$ cat src/rtl/mul_seq_if.sv
// mul_seq_if: operand/handshake/result bundle between the control unit
// (master) and the sequential multiplier (slave).
//
// Handshake: the master raises start_in for one cycle while busy_out is low.
// The slave raises busy_out from the next cycle until the operation retires.
// It then pulses done_out for exactly one cycle, with f_out/z_out/n_out/ovf_out
// already valid in that cycle. A start_in raised while busy_out is high is dropped.
interface mul_seq_if;
  logic        start_in;
  logic [15:0] a_in;
  logic [15:0] b_in;
  logic        busy_out;
  logic        done_out;
  logic [15:0] f_out;
  logic        z_out;
  logic        n_out;
  logic        ovf_out;

  modport master (
    output start_in, a_in, b_in,
    input  busy_out, done_out, f_out, z_out, n_out, ovf_out
  );

  modport slave (
    input  start_in, a_in, b_in,
    output busy_out, done_out, f_out, z_out, n_out, ovf_out
  );
endinterface

$ cat src/rtl/mul_seq.sv
// mul_seq: sequential signed 16x16 multiplier (radix-2 shift-add on
// magnitudes, sign applied at the end). 16 CALC cycles, then FIX, then DONE.
// Optional feature macro: MYCPU_MUL_SAT_EN. When it is defined, an
// overflowing result saturates to 0x7FFF or 0x8000. When it is undefined,
// the result is the low 16 bits of the product. ovf_out is reported either way.
module mul_seq (
  input  logic         clk,
  input  logic         rst,
  mul_seq_if.slave     bus,
  output logic [1:0]   state_dbg
);

  typedef enum logic [1:0] {
    IDLE = 2'd0,
    CALC = 2'd1,
    FIX  = 2'd2,
    DONE = 2'd3
  } state_t;

  state_t      state;
  logic [31:0] mcand;
  logic [15:0] mplier;
  logic [31:0] acc;
  logic [3:0]  cnt;
  logic        sign;

  logic [15:0] a_mag;
  logic [15:0] b_mag;
  logic [31:0] prod;
  logic        prod_ovf;
  logic [15:0] prod_res;

  assign state_dbg = state;

  // Operand magnitudes; -32768 maps to 0x8000, which still fits unsigned.
  always_comb begin
    a_mag = bus.a_in[15] ? (~bus.a_in + 16'd1) : bus.a_in;
    b_mag = bus.b_in[15] ? (~bus.b_in + 16'd1) : bus.b_in;
  end

  // Signed product, range check and the 16-bit result to publish in FIX.
  always_comb begin
    prod     = sign ? (~acc + 32'd1) : acc;
    // Representable in 16 signed bits only if bits 31..15 are all equal.
    prod_ovf = !((prod[31:15] == 17'h00000) || (prod[31:15] == 17'h1FFFF));
`ifdef MYCPU_MUL_SAT_EN
    if (prod_ovf)
      prod_res = prod[31] ? 16'h8000 : 16'h7FFF;
    else
      prod_res = prod[15:0];
`else
    prod_res = prod[15:0];
`endif
  end

  // Control FSM, datapath registers and registered outputs.
  always_ff @(posedge clk) begin
    if (rst) begin
      state        <= IDLE;
      mcand        <= 32'd0;
      mplier       <= 16'd0;
      acc          <= 32'd0;
      cnt          <= 4'd0;
      sign         <= 1'b0;
      bus.busy_out <= 1'b0;
      bus.done_out <= 1'b0;
      bus.f_out    <= 16'h0000;
      bus.z_out    <= 1'b0;
      bus.n_out    <= 1'b0;
      bus.ovf_out  <= 1'b0;
    end else begin
      bus.done_out <= 1'b0;
      case (state)
        IDLE: begin
          if (bus.start_in) begin
            mcand        <= {16'd0, a_mag};
            mplier       <= b_mag;
            sign         <= bus.a_in[15] ^ bus.b_in[15];
            acc          <= 32'd0;
            cnt          <= 4'd0;
            bus.busy_out <= 1'b1;
            state        <= CALC;
          end
        end
        CALC: begin
          if (mplier[0])
            acc <= acc + mcand;
          mcand  <= mcand << 1;
          mplier <= mplier >> 1;
          cnt    <= cnt + 4'd1;
          if (cnt == 4'd15)
            state <= FIX;
        end
        FIX: begin
          bus.f_out    <= prod_res;
          bus.z_out    <= (prod_res == 16'h0000);
          bus.n_out    <= prod_res[15];
          bus.ovf_out  <= prod_ovf;
          bus.done_out <= 1'b1;
          state        <= DONE;
        end
        DONE: begin
          bus.busy_out <= 1'b0;
          state        <= IDLE;
        end
        default: begin
          bus.busy_out <= 1'b0;
          state        <= IDLE;
        end
      endcase
    end
  end

endmodule

$ cat src/flat_wrapper.sv
// flat-port wrapper written by rule: the top's interface ports become plain ports
module mul_seq_flat 
  (clk, rst, state_dbg, bus_start_in, bus_a_in, bus_b_in, bus_busy_out, bus_done_out, bus_f_out, bus_z_out, bus_n_out, bus_ovf_out);
  mul_seq_if bus_i ();
  input  logic clk;
  input  logic rst;
  output logic [1:0] state_dbg;
  input wire logic [$bits(bus_i.start_in)-1:0] bus_start_in;
  input wire logic [$bits(bus_i.a_in)-1:0] bus_a_in;
  input wire logic [$bits(bus_i.b_in)-1:0] bus_b_in;
  output wire logic [$bits(bus_i.busy_out)-1:0] bus_busy_out;
  output wire logic [$bits(bus_i.done_out)-1:0] bus_done_out;
  output wire logic [$bits(bus_i.f_out)-1:0] bus_f_out;
  output wire logic [$bits(bus_i.z_out)-1:0] bus_z_out;
  output wire logic [$bits(bus_i.n_out)-1:0] bus_n_out;
  output wire logic [$bits(bus_i.ovf_out)-1:0] bus_ovf_out;
  assign bus_i.start_in = bus_start_in;
  assign bus_i.a_in = bus_a_in;
  assign bus_i.b_in = bus_b_in;
  assign bus_busy_out = bus_i.busy_out;
  assign bus_done_out = bus_i.done_out;
  assign bus_f_out = bus_i.f_out;
  assign bus_z_out = bus_i.z_out;
  assign bus_n_out = bus_i.n_out;
  assign bus_ovf_out = bus_i.ovf_out;
  mul_seq u_core (.clk(clk), .rst(rst), .bus(bus_i), .state_dbg(state_dbg));
endmodule
$ cat config.mk
export PLATFORM = sky130hd
export DESIGN_NAME = mul_seq_flat
export DESIGN_NICKNAME = d
export VERILOG_FILES = /design/src/rtl/mul_seq_if.sv /design/src/rtl/mul_seq.sv /design/src/flat_wrapper.sv
export SDC_FILE = /design/constraint.sdc
export NUM_CORES = 1
export LEC_CHECK = 0
export ABC_AREA = 1
export BUFFER_PORTS_ARGS = -buffer_cell sky130_fd_sc_hd__buf_2
export CORE_MARGIN = 2
export CORE_UTILIZATION = 56
export DETAILED_ROUTE_END_ITERATION = 16
export HOLD_SLACK_MARGIN = 0.05
export PLACE_DENSITY = 0.78
export SETUP_SLACK_MARGIN = 0.5
export SLEW_MARGIN = 20
export SYNTH_ARGS = -nofsm -noshare
export SYNTH_HDL_FRONTEND = slang
export SYNTH_SLANG_ARGS = --single-unit
$ cat constraint.sdc
create_clock -name clk -period 2.2 [get_ports clk]
set_clock_uncertainty 0.2 [all_clocks]
set_input_delay 0.11 -clock clk [delete_from_list [all_inputs] [get_ports clk]]
set_output_delay 0.11 -clock clk [all_outputs]
set_load 0.1 [all_outputs]
==> impl_metrics.toml, run 1 <==
[yosys]
yosys_register_bits = 107
synth_edf_count = 0
synth.net_count = 1335
syn_area_um2 = 7760
syn_avg_cell_area_um2 = 6.16
synth_ff_type = "dfxtp_1"
synth_top_area_share_pct = 27.6
ys_warn_count = 0
synth_cell_types = 44
yosys.area.top_type = "dfxtp_1"
synth_area_leaders = "dfxtp_1, nand2_1, a21oi_1"
synthArstFlopShare_pct = 0
synthCells = 1259
ys_seq_area_share_pct = 27.6

[sta]
worst_endpoint = "u_core.acc[20]$_SDFFE_PP0P_/D"
worstEndpointType = "sequential cell input"

[placed_design]
port_buffers = 57
gp_congestion = 1.04
dp.cells = 1504
post-dp-hpwl_um = 16800
post-place-ws_ns = -0.0268

[clock_network]
cts_max_path_buffers = 2
ctsHtreeMaxLevel = 3
cts-root-buf = "clkbuf_16"
cts_sinks = 107
cts_buffers = 9

[status]
stop_stage = "5_1_grt"
status = "did not finish"
error = "[ERROR GRT-0232] Routing congestion too high. Check the congestion heatmap in the GUI."

[floorplan]
fp.dieH_um = 122
die_w_um = 122
ios = 58
rows = 43
initial_utilization_pct = 56.6

[global_route]
grt_max_degree = 82
grt_usage_pct = 79.0
gr-total-overflow = 178
[kinds of logic after synthesis]
logic type | after synthesis | synth area share, %
simple gates | 619 | 33.2
compound gates | 302 | 21.3
buf+inv | 162 | 8.01
flops | 107 | 27.6
fa+ha+maj | 41 | 6.71
xor+xnor | 28 | 3.16
[layer usage]
layer	overflow	GRT usage [%]
met5	0	31.6
met4	70	80.3
met3	5	61.3
met2	97	96.5
met1	6	79.0
[synth_stat cells (2+ instances only)]
cell type / number
a211oi_1: 2
a21boi_0: 10
a21boi_1: 5
a21o_1: 5
a21oi_1: 157
a31oi_1: 2
buf_1: 3
buf_2: 8
clkbuf_1: 30
clkinv_1: 2
dfxtp_1: 107
ha_1: 40
inv_1: 114
inv_2: 4
nand2_1: 336
nand2_2: 3
nand3_1: 73
nand3b_1: 2
nand4_1: 12
nor2_1: 150
nor2_2: 4
nor2_4: 2
nor3_1: 14
nor3_2: 4
nor4_1: 3
o211ai_1: 17
o21ai_0: 90
o21ai_1: 2
o21ai_2: 3
o21bai_1: 2
or2_2: 14
xnor2_1: 9
xor2_1: 19
[per-stage QoR]
stage | hold WS [ns] | cell area, um2 | TNS, ns
floorplan | 0.0498 | 8300 | 0
global placement | 0.194 | 8890 | -0.0227
detailed placement | 0.198 | 8890 | -0.0693
CTS | -0.0688 | 11500 | 0
[what timing repair did]
action,4_1_cts
endpoints found under the setup margin,96
gates resized for setup,292
gates cloned,16
buffers inserted,67
pin swaps,75
hold endpoints to repair,29
hold buffers,31
==> inputs of run 2 (changes only) <==
- CORE_UTILIZATION: 56 -> 40
- HOLD_SLACK_MARGIN: 0.05 -> default
- PLACE_DENSITY: 0.78 -> default
- PLACE_DENSITY_LB_ADDON: default -> 0.15
- SETUP_SLACK_MARGIN: 0.5 -> default
- clock period: 2.2 -> 2.86 ns (I/O delays scaled with it)
==> run 2 against run 1 <==
Effect of this change:
- the flow now finishes, with violations (hold timing)
- area after synthesis did not move
- synthesized cell count stayed put
==> impl_metrics.toml, run 2 <==
[placed_design]
gp_congestion = 0.910
post-dp-hpwl_um = 16900
post-place-ws_ns = 0.420
port_buffers = 57

[drt]
drt_first_pass_iters = 5
drt_wl_total_um = 22500
dr_total_vias = 8096
route.detailed.drc = 0
first_iter_violations = 575
wire_per_inst_um = 14.3
ant_nets = 0
viasPerCell = 5.13

[yosys]
ys_warn_count = 0
ys_seq_area_share_pct = 27.6
synth_area_leaders = "dfxtp_1, nand2_1, a21oi_1"
synthCells = 1259
synth_top_area_share_pct = 27.6
synth_cell_types = 44
synth_ff_type = "dfxtp_1"
yosysMostFrequentCell = "nand2_1"
yosys_register_bits = 107
synthArstFlopShare_pct = 0
syn_area_um2 = 7760
synth.net_count = 1335
yosys.area.top_type = "dfxtp_1"
synth_edf_count = 0
syn_avg_cell_area_um2 = 6.16
netlist_top_cells_count = "nand2_1, a21oi_1, nor2_1"

[clock_network]
cts_buffers = 9
cts_sinks = 107
cts_tree = "built"
ctsHtreeMaxLevel = 3
postCtsSetupRepairBufs = 0
clkTransAtPathRegs_ns = 0.09
clk_latency_ns = 0.36
cts-root-buf = "clkbuf_16"
cts_resized = 0
cts_max_path_buffers = 2

[floorplan]
rows = 50
fp.dieH_um = 143
floorplan.die_area_um2 = 20500
initial_utilization_pct = 41.1
die_w_um = 143
core_um2 = 18900
ios = 58

[hold_path]
hold_path_end = "u_core.mplier[11]"
worstHoldStart = "bus_b_in[11]"
whs_path_depth = 4
hold_class = "input pin to flop"

[sta]
hold_viol = 1
holdWs_ns = -0.00528
setup-tns-final_ns = 0
max_freq_mhz = 403
worst_pin_slew_ns = 1.10
slew-limit-headroom_pct = 26.6
slew_violations = 0
rsz0062_at_grt = "false"
min_period_ns = 2.48
setup_violations = 0
fin_ws_ns = 0.380
fin_crit_sh_pct = 86.7

[finish]
layout_common_cells = "nand2_1, a21oi_1, nor2_1"
num_antenna_cells = 0
top_regs = "u_core.acc: 32 flops, u_core.mcand: 32 flops, u_core.mplier: 16 flops"
drive_above_1_share_pct = 9.03
layout_commonest_cell = "nand2_1"
final_nets = 1389
syn2layout_area_growth_pct = 13.2

[critical_path]
crit_path_max_fanout = 22
criticalPathCategory = "flop to flop"
r2r_start = "u_core.state_dbg[1]"
start_kind = "flop"
r2r-end = "u_core.mplier[15]"
ff2ff_path_depth = 7
critPathArrivalTime_ns = 2.58
r2r_slack_ns = 0.38
worstPathRequired_ns = 2.96
endpoint_kind = "flop"

[global_route]
antenna_found_initial = 0
grt_usage_pct = 22.3
grt_pass1_vias = 7341
grt_max_degree = 82
gr-total-overflow = 0
grt_pass1_wl_um = 36800

[power]
power.density_nw_per_um2 = 749
ir_worst_vdd_mv = 0.394
report.power.total_mw = 6.58
p_leak_nw = 4.11

[status]
violations = "hold timing"
status = "complete, but fails checks"

[flow_run]
drv_cap = 0
run 2: cell counts after synthesis:
Identical to the previous run, type by type.
run 2: critical path, cell delays in order (launching register included):
cell	delay, ns
dfxtp_1	0.38
inv_1	0.09
ha_1	0.24
buf_4	0.24
nor2_1	0.40
nand4_1	0.15
dlygate4sd3_1	0.59
a21oi_1	0.12
run 2: power by group:
part | switching [mW] | leakage, nW | internal (mW)
Sequential | 0.215 | 0.871 | 1.79
Clock | 0.680 | 0.153 | 0.636
Combinational | 2.40 | 3.09 | 0.859
run 2: repair_timing:
action,in CTS,in global routing
hold buffers,18,0
endpoints found under the hold margin,17,0
endpoints found under the setup margin,0,0
run 2: kinds of logic after synthesis:
| kind of cell | after synthesis | synth area share, % |
|---|---|---|
| fa+ha+maj | 41 | 6.71 |
| simple gates | 619 | 33.2 |
| xor+xnor | 28 | 3.16 |
| compound gates | 302 | 21.3 |
| flops | 107 | 27.6 |
| buf+inv | 162 | 8.01 |
run 2: cell type report:
type,count,area [um2]
multi-input combinational,990,5000
sequential,107,2140
fill,2052,10100
inverter,120,450
clock inverter,7,88.8
timing repair buffer,85,553
tap,260,325
clock buffer,9,225
run 2: worst max-delay path by stage:
| stage | from | endpoint | slack, ns | depth (start not counted) |
|---|---|---|---|---|
| 2_1_floorplan | u_core.state_dbg[1] | u_core.mcand[1] | 0.21 | 7 |
| 3_3_place_gp | u_core.state_dbg[0] | u_core.acc[2] | 0.47 | 9 |
| 3_5_place_dp | u_core.state_dbg[0] | u_core.acc[15] | 0.42 | 9 |
| 4_1_cts | u_core.state_dbg[0] | u_core.acc[15] | 0.39 | 9 |
| 5_1_grt | u_core.state_dbg[0] | u_core.acc[7] | 0.15 | 9 |
| 6_report | u_core.state_dbg[1] | u_core.mplier[15] | 0.38 | 7 |
run 2: per-layer routing:
layer	track usage (%)	vias up	wire, um
met3	2.21	17	923
met2	34.7	177	9540
met5	0	-	0
met1	33.0	3640	11700
li1	-	4262	-
met4	5.42	0	319
run 2: through the flow:
stage | util [%] | cell area (um2) | hold slack (ns) | instances
4_1_cts | 46.5 | 8780 | 0.000124 | 1578
5_1_grt | 46.5 | 8780 | 0.0475 | 1578
2_1_floorplan | - | 7760 | 0.0904 | 1259
6_report | 46.5 | 8780 | -0.00528 | 1578
3_3_place_gp | 43.9 | 8290 | 0.243 | 1544
3_5_place_dp | 43.9 | 8290 | 0.244 | 1544
No activity file was read; power rests on OpenSTA's default activity.
